===== config.mk =====
export PLATFORM = sky130hd
export DESIGN_NAME = cnn_layer_sequencer
export DESIGN_NICKNAME = d
export VERILOG_FILES = /design/src/rtl/cnn_seq_pkg.sv /design/src/rtl/cnn_stage_timer.sv /design/src/rtl/cnn_layer_sequencer.sv
export SDC_FILE = /design/constraint.sdc
export NUM_CORES = 1
export LEC_CHECK = 0
export BUFFER_PORTS_ARGS = -buffer_cell sky130_fd_sc_hd__buf_2
export CAP_MARGIN = 0
export CORE_UTILIZATION = 55
export CTS_CLUSTER_DIAMETER = 150
export CTS_CLUSTER_SIZE = 20
export DETAILED_ROUTE_END_ITERATION = 10
export GPL_ROUTABILITY_DRIVEN = 1
export GPL_TIMING_DRIVEN = 1
export PLACE_DENSITY = 0.76
export SLEW_MARGIN = 30
export SYNTH_ARGS = -nofsm -noshare
export SYNTH_HDL_FRONTEND = slang
export SYNTH_SLANG_ARGS = --single-unit

===== constraint.sdc =====
create_clock -name clk -period 3.3 [get_ports clk]
set_input_delay 0.825 -clock clk [delete_from_list [all_inputs] [get_ports clk]]
set_output_delay 0.825 -clock clk [all_outputs]
set_load 0.1 [all_outputs]

===== src/rtl/cnn_seq_pkg.sv =====
// ---------------------------------------------------------------------------
// cnn_seq_pkg
// Shared definitions for the CNN layer sequencer and anything that talks to
// it: the sequencer state encoding and the stage-index width helper.
// No ports (package).
// ---------------------------------------------------------------------------
package cnn_seq_pkg;

    // Sequencer state encoding.
    localparam int         STATE_W   = 3;
    localparam logic [2:0] ST_IDLE   = 3'd0;
    localparam logic [2:0] ST_LAUNCH = 3'd1;
    localparam logic [2:0] ST_WAIT   = 3'd2;
    localparam logic [2:0] ST_DONE   = 3'd3;
    localparam logic [2:0] ST_ERROR  = 3'd4;

    // Width of a stage index; a single-stage sequencer still gets one bit.
    function automatic int stg_width(input int n);
        return (n > 1) ? $clog2(n) : 1;
    endfunction

endpackage


===== src/rtl/cnn_stage_timer.sv =====
// ---------------------------------------------------------------------------
// cnn_stage_timer
// Per-stage cycle timer: loads 1 on launch, then counts up one per cycle and
// sticks at all-ones. 'expired' flags the cycle in which the count equals
// TIMEOUT (never asserted when TIMEOUT is 0).
//
// Ports:
//   clk      in   system clock
//   rst      in   synchronous active-low reset
//   load     in   load the count with 1
//   inc      in   advance the count (saturating)
//   count    out  current count, CNT_W bits
//   expired  out  count == TIMEOUT and the watchdog is enabled
// ---------------------------------------------------------------------------
module cnn_stage_timer #(
    parameter int CNT_W   = 32,
    parameter int TIMEOUT = 1_000_000
) (
    input  logic             clk,
    input  logic             rst,
    input  logic             load,
    input  logic             inc,
    output logic [CNT_W-1:0] count,
    output logic             expired
);

    localparam logic [CNT_W-1:0] CNT_MAX = '1;
    // Compare at 64 bits so a TIMEOUT wider than the counter simply never fires.
    localparam logic [63:0]      LIMIT   = 64'(TIMEOUT);
    localparam bit               WD_EN   = (TIMEOUT != 0);

    always_ff @(posedge clk) begin
        if (!rst) begin
            count <= '0;
        end else if (load) begin
            count <= CNT_W'(1);
        end else if (inc && (count != CNT_MAX)) begin
            count <= count + CNT_W'(1);
        end
    end

    assign expired = WD_EN && (64'(count) == LIMIT);

endmodule


===== src/rtl/cnn_layer_sequencer.sv =====
// ---------------------------------------------------------------------------
// cnn_layer_sequencer
// Launches up to NUM_STAGES compute stages in index order, one at a time,
// skipping masked stages. Each stage gets a single-cycle start pulse; the
// sequencer waits for that stage's done, records how many cycles it took,
// and moves on. A watchdog flags a stage that never finishes.
//
// Ports:
//   clk          in   system clock
//   rst          in   synchronous active-low reset
//   run          in   start a sequence (honoured in IDLE, DONE, ERROR)
//   abort        in   cancel the running sequence, back to IDLE
//   skip_mask    in   bit i=1 skips stage i, captured with run
//   stage_done   in   completion from each engine
//   stage_start  out  one-hot single-cycle launch pulse
//   stage_sel    out  index of the active (or last active) stage
//   busy         out  a stage is being launched or awaited
//   seq_done     out  single-cycle pulse after the last stage completes
//   err          out  sticky watchdog error
//   err_stage    out  stage that timed out
//   rd_idx       in   readback stage index
//   rd_cycles    out  recorded cycles for rd_idx, 0 when out of range
// ---------------------------------------------------------------------------
module cnn_layer_sequencer
    import cnn_seq_pkg::*;
#(
    parameter  int NUM_STAGES = 4,
    parameter  int CNT_W      = 32,
    parameter  int TIMEOUT    = 1_000_000,
    localparam int STG_W      = stg_width(NUM_STAGES)
) (
    input  logic                  clk,
    input  logic                  rst,
    input  logic                  run,
    input  logic                  abort,
    input  logic [NUM_STAGES-1:0] skip_mask,
    input  logic [NUM_STAGES-1:0] stage_done,
    output logic [NUM_STAGES-1:0] stage_start,
    output logic [STG_W-1:0]      stage_sel,
    output logic                  busy,
    output logic                  seq_done,
    output logic                  err,
    output logic [STG_W-1:0]      err_stage,
    input  logic [STG_W-1:0]      rd_idx,
    output logic [CNT_W-1:0]      rd_cycles
);

    logic [STATE_W-1:0]    state;
    logic [STG_W-1:0]      sel;
    logic [NUM_STAGES-1:0] mask;
    logic [CNT_W-1:0]      counts [NUM_STAGES];

    logic                  tmr_load;
    logic                  tmr_inc;
    logic                  tmr_expired;
    logic [CNT_W-1:0]      tmr_count;

    logic [STG_W:0]        first_hit;
    logic [STG_W:0]        next_hit;

    // Lowest unmasked index >= n; MSB of the result is the "found" flag.
    function automatic logic [STG_W:0] next_unmasked(input logic [NUM_STAGES-1:0] m,
                                                     input int n);
        logic [STG_W:0] res;
        res = '0;
        for (int i = NUM_STAGES - 1; i >= 0; i--) begin
            if ((i >= n) && !m[i]) begin
                res = {1'b1, STG_W'(i)};
            end
        end
        return res;
    endfunction

    // Recorded count is timer+1 (the done cycle itself), held at all-ones.
    function automatic logic [CNT_W-1:0] sat_inc(input logic [CNT_W-1:0] v);
        return (&v) ? v : v + CNT_W'(1);
    endfunction

    assign first_hit = next_unmasked(skip_mask, 0);
    assign next_hit  = next_unmasked(mask, int'(sel) + 1);

    assign tmr_load = (state == ST_LAUNCH);
    assign tmr_inc  = (state == ST_WAIT);

    cnn_stage_timer #(
        .CNT_W   (CNT_W),
        .TIMEOUT (TIMEOUT)
    ) u_timer (
        .clk     (clk),
        .rst     (rst),
        .load    (tmr_load),
        .inc     (tmr_inc),
        .count   (tmr_count),
        .expired (tmr_expired)
    );

    always_ff @(posedge clk) begin
        if (!rst) begin
            state     <= ST_IDLE;
            sel       <= '0;
            mask      <= '0;
            err       <= 1'b0;
            err_stage <= '0;
            for (int i = 0; i < NUM_STAGES; i++) begin
                counts[i] <= '0;
            end
        end else begin
            case (state)
                ST_IDLE, ST_DONE, ST_ERROR: begin
                    if (run) begin
                        mask <= skip_mask;
                        err  <= 1'b0;
                        for (int i = 0; i < NUM_STAGES; i++) begin
                            counts[i] <= '0;
                        end
                        if (first_hit[STG_W]) begin
                            sel   <= first_hit[STG_W-1:0];
                            state <= ST_LAUNCH;
                        end else begin
                            state <= ST_DONE;
                        end
                    end else if (state == ST_DONE) begin
                        state <= ST_IDLE;
                    end
                end
                ST_LAUNCH: begin
                    state <= abort ? ST_IDLE : ST_WAIT;
                end
                ST_WAIT: begin
                    // abort beats done, done beats the watchdog
                    if (abort) begin
                        state <= ST_IDLE;
                    end else if (stage_done[sel]) begin
                        counts[sel] <= sat_inc(tmr_count);
                        if (next_hit[STG_W]) begin
                            sel   <= next_hit[STG_W-1:0];
                            state <= ST_LAUNCH;
                        end else begin
                            state <= ST_DONE;
                        end
                    end else if (tmr_expired) begin
                        err       <= 1'b1;
                        err_stage <= sel;
                        state     <= ST_ERROR;
                    end
                end
                default: begin
                    state <= ST_IDLE;
                end
            endcase
        end
    end

    always_comb begin
        stage_start = '0;
        if (state == ST_LAUNCH) begin
            stage_start[sel] = 1'b1;
        end
    end

    assign stage_sel = sel;
    assign busy      = (state == ST_LAUNCH) || (state == ST_WAIT);
    assign seq_done  = (state == ST_DONE);
    assign rd_cycles = (int'(rd_idx) < NUM_STAGES) ? counts[rd_idx] : '0;

endmodule


# Word-level counts from Yosys, hierarchy flattened
# Memory sizes are Yosys's and may differ from the RTL's.
# Cells that the tools add are included.
# op_classes
n_reduce_logical	23
n_addsub	2
n_mux	53
eq_ne	15
bitwise_logic	7
magnitude_cmp	6
# ops
op	n
$mux W32	6
$mux W3	13
$add A32 B1 Y32 const B	1
$eq A32 B20 Y1 const B	1
$ne A32 B32 Y1 const B	1
$reduce_and A32 Y1	1
$reduce_or A32 Y1	1
$mux W1	19
$mux W2	9
$ne A2 B2 Y1 const B	7
$pmux W3 S3	1
$eq A3 B2 Y1 const B	2
$ge A1 B3 Y1 const A	2
$ge A2 B3 Y1 const A	2
$logic_and A1 B1 Y1	6
$reduce_and A6 Y1	1
$reduce_and A5 Y1	1
$logic_not A1 Y1	4
$mux W4	1
$ne A4 B4 Y1 const B	1
$or A1 B1 Y1	4
$pmux W2 S2	1
$reduce_and A2 Y1	2
$reduce_and A4 Y1	1
other kinds (15)	18
# totals
inputBits	14
output_inout_bits	43
memories	1
regBits	44
elab_cells	114
ram_bits	128
# memory_table
name	depth	width	read_ports	rd_clocked_by_memory_dff	write_ports	line_no	text
counts	4	32	1	0	4	cnn_layer_sequencer.sv:51	logic [CNT_W-1:0] counts [NUM_STAGES];

# Depth between registers and ports, before layout
# depth
word_depth	11
depth_mapped	8
depth_no_buf	7

# By module
# A second synthesis with hierarchy kept.
# hier_totals
hier_cells	746
hier_area_um2	8673.3
# modules_own_cells
mod	seq_area_each_um2	cells_per_inst	area_each_um2	n_inst
cnn_layer_sequencer	4063.9	542	6900.4	1
cnn_stage_timer	640.6	204	1773.0	1

# Worst setup path after synthesis
# Ideal clock, no wire load.
# synth_path
path_kind	reg2out
start	reg sel[0] (netlist: stage_sel[0])
end	out stage_start[1]
path_stages_with_launch	3
arrival_ns	3.577
required_time_ns	2.475
setup_slack_ns	-1.102
path_buffers	1
path_cell_list	dfxtp_1 -> clkbuf_1 -> nor3b_1
# synth_between
elab_chain_len	5
word_cells_on_any_way	6
cone_classes	order compare (2); mux (3); reduce/logical (1)
# synth_rtl
element	line_no	text
start, declared	cnn_layer_sequencer.sv:49	logic [STG_W-1:0] sel;
start signal, assigned	cnn_layer_sequencer.sv:117	sel <= first_hit[STG_W-1:0];
start signal, assigned	cnn_layer_sequencer.sv:136	sel <= next_hit[STG_W-1:0];
$lt A2 B3 Y1 (implied by the code) or $ge A2 B1 Y1 (tied branches)	cnn_layer_sequencer.sv:157	stage_start[sel] = 1'b1;
$logic_and A1 B1 Y1 (implied by the code)	cnn_layer_sequencer.sv:157	
$mux W1 (implied by the code)	cnn_layer_sequencer.sv:157	
$demux W1 S2 (*)	cnn_layer_sequencer.sv:157	
$mux W4 (*)	cnn_layer_sequencer.sv:156	if (state == ST_LAUNCH) begin
end, declared	cnn_layer_sequencer.sv:38	output logic [NUM_STAGES-1:0] stage_start,
# Every way passes the cells marked *; elsewhere a longest branch is shown, timed or not.

# Worst setup path in the final report
# layout_path
start	reg state[0]
end	out stage_start[1]
# layout_between
elab_chain_len	2
# layout_rtl
element	line_no	text
start, declared	cnn_layer_sequencer.sv:48	logic [STATE_W-1:0] state;
start signal, assigned	cnn_layer_sequencer.sv:127	state <= abort ? ST_IDLE : ST_WAIT;
$eq A3 B1 Y1	cnn_layer_sequencer.sv:156	
$mux W4	cnn_layer_sequencer.sv:156	
# Every way passes these cells.

==> metrics.yaml <==
status: "finished clean"
cts_root_buffer: "clkbuf_16"
grt_max_degree: 47
grt-ovfl-total: 0
synth_cells: 732
row_count: 44
dpl.hpwl_um: 12400
pin_count: 57
grt_pass1_vias: 6003
drt-initial-drc-count: 745
synth_enable_flop_cells: 128
multi_input_area_sq_mm: 0.00330
syn_to_final_growth_pct: 12.9
grt_usage: 0.258
slew_violations: 0
ys_seq_area_frac: 0.568
min_period_ns: 2.91
dr_total_vias: 6179
yosys.area.top_type: "edfxtp_1"
n_antenna_cell: 0
avgSynthCellArea_sq_um: 11.3
clock_latency_ns: 0.43
h-tree-depth: 4
post_cts_resized: 0
cts_tree: "built"
required_ns: 2.47
routabilityCongestion: 0.944
die_height_um: 125
syn-num-nets: 748
cts.clk_slew.worst_paths_ns: 0.06
fp.dieW_um: 125
vias_per_cell: 6.40
die_area_sq_mm: 0.0156
cp_max_fo: 9
ant_nets: 0
clock-skew-final_ns: 0.00655
startpoint_type: "flop"
hp-class: "flop to flop"
setup_tns_ns: 0
start_util: 0.568
nets: 784
synth_area_sq_mm: 0.00828
critPathArrivalTime_ns: 2.09
regArea_sq_mm: 0.00471
synth_seq_cells: 171
setup_violations: 0
vdd_drop_max_mv: 0.365
grt_pass1_wl_um: 31200
fmax_ghz: 0.343
crit_type: "flop to output pin"
first_pass_iters: 5
fillers: 1086
synthFlopType: "edfxtp_1"
yosys-top-cells-count: "155 x nor2_1, 128 x edfxtp_1, 43 x a21oi_1, 43 x dfxtp_1, 40 x clkbuf_1"
drc_errors: 0
hold_buffers: 0
total_leakage_power_nw: 3.21
synth_area_leaders: "edfxtp_1 46%, dfxtp_1 10%, mux4_2 9.0%, nor2_1 7.0%, a21oi_1 2.6%"
slew_headroom: 0.505
period_share: 0.883
antenna_found_initial: 0
crit_path_end_kind: "output pin"
drive_gt1_frac: 0.206
dp_cells: 933
drv_cap: 0
synth.most_common_cell: "nor2_1"
ys_async_sr_fraction: 0
cts.path.max_buffers: 2
fp.coreArea_sq_mm: 0.0146
yosys_warnings: 0
power_density_mw_per_mm2: 535
io_buffers: 56
cts_made_buffers: 17
hold_violations: 0
wl_per_cell_um: 19.7
instances_no_fill: 965
wl_um: 19100
synth.distinct_cells: 59
postCtsSetupRepairBufs: 0
rsz0062_at_grt: "no"
synth_top_area_share: 0.464
worstMarginPinSlew_ns: 0.741
cts.sink_count: 171
[through the flow]
stage	total power (W)	utilization	hold slack [ns]	area [sq um]	worst slack, ns
after global placement	0.00310	0.601	0.453	8770	0.438
after global routing	0.00514	0.641	0.506	9350	0.321
after floorplan	0.00299	-	0.473	8300	0.0449
final	0.00500	0.641	0.481	9350	0.387
after CTS	0.00502	0.641	0.483	9350	0.377
after detailed placement	0.00312	0.601	0.458	8770	0.400
[sequential cells by signal, indices dropped and copies added (netlist names)]
signal / cells
counts: 128
stage_sel: 2
err: 1
u_timer.count: 32
err_stage: 2
mask: 3
state: 3
[critical path, stage by stage, from the launching register on]
cell and delay, ns:
dfxtp_1 0.40, or3b_2 0.61, nor3b_2 0.21, buf_2 0.44
[layer usage]
metal | up-vias | routed length, um | track usage
met1 | 3017 | 7970 | 0.348
met2 | 297 | 9030 | 0.406
li1 | 2821 | - | -
met4 | 0 | 584 | 0.113
met3 | 44 | 1470 | 0.0503
met5 | - | 0 | 0
[final timing paths]
check              startpoint              to  slack (ns)  cells after the start
max                  state[0]  stage_start[1]        0.39                      3
min                       err             err        0.48                      1
max reg2reg  u_timer.count[1]    counts[1][1]        0.43                      6
min reg2reg               err             err        0.48                      1
[cell type report]
cell class              instances  share of cell area
clock buffers                  20              0.0500
multi-input cells             490               0.353
clock inverters                12              0.0122
well taps                     184              0.0246
repair buffers                 78              0.0530
flip-flops and latches        171               0.503
inverters                      10             0.00401
[where the power goes]
group / internal, W / switching, W
sequential: 0.00241 / 0.0000435
clock: 0.00111 / 0.000827
combinational: 0.000134 / 0.000479
[cell families (layout without fill, tap and decap cells)]
kind of cell               Yosys count  count (layout)  synth area share
AOI/OAI and AO/OA                  104             104            0.0794
xor gates and xnor gates            16              16            0.0169
adders and majority gates            2               2           0.00302
buffers and inverters               71             120            0.0353
DFF                                171             171             0.568
muxes                               43              43             0.102
and+or+nand+nor                    325             325             0.195
[layout by cell type (no fill, tap or decap), types with 12 or more instances in the layout]
cell       synthesis  layout
o31ai_1           19      19
nand3_1           20      20
or4_1             25      25
a21oi_1           43      43
nor3_1            17      16
mux4_2            33      33
nand2_1           37      37
dfxtp_1           43      41
buf_2             12      56
nand4_1           20      20
clkbuf_16          0      18
o21ai_0           12      12
edfxtp_1         128     128
nor2_1           155     154
buf_4              3      18
No activity file was read; power rests on OpenSTA's default activity.
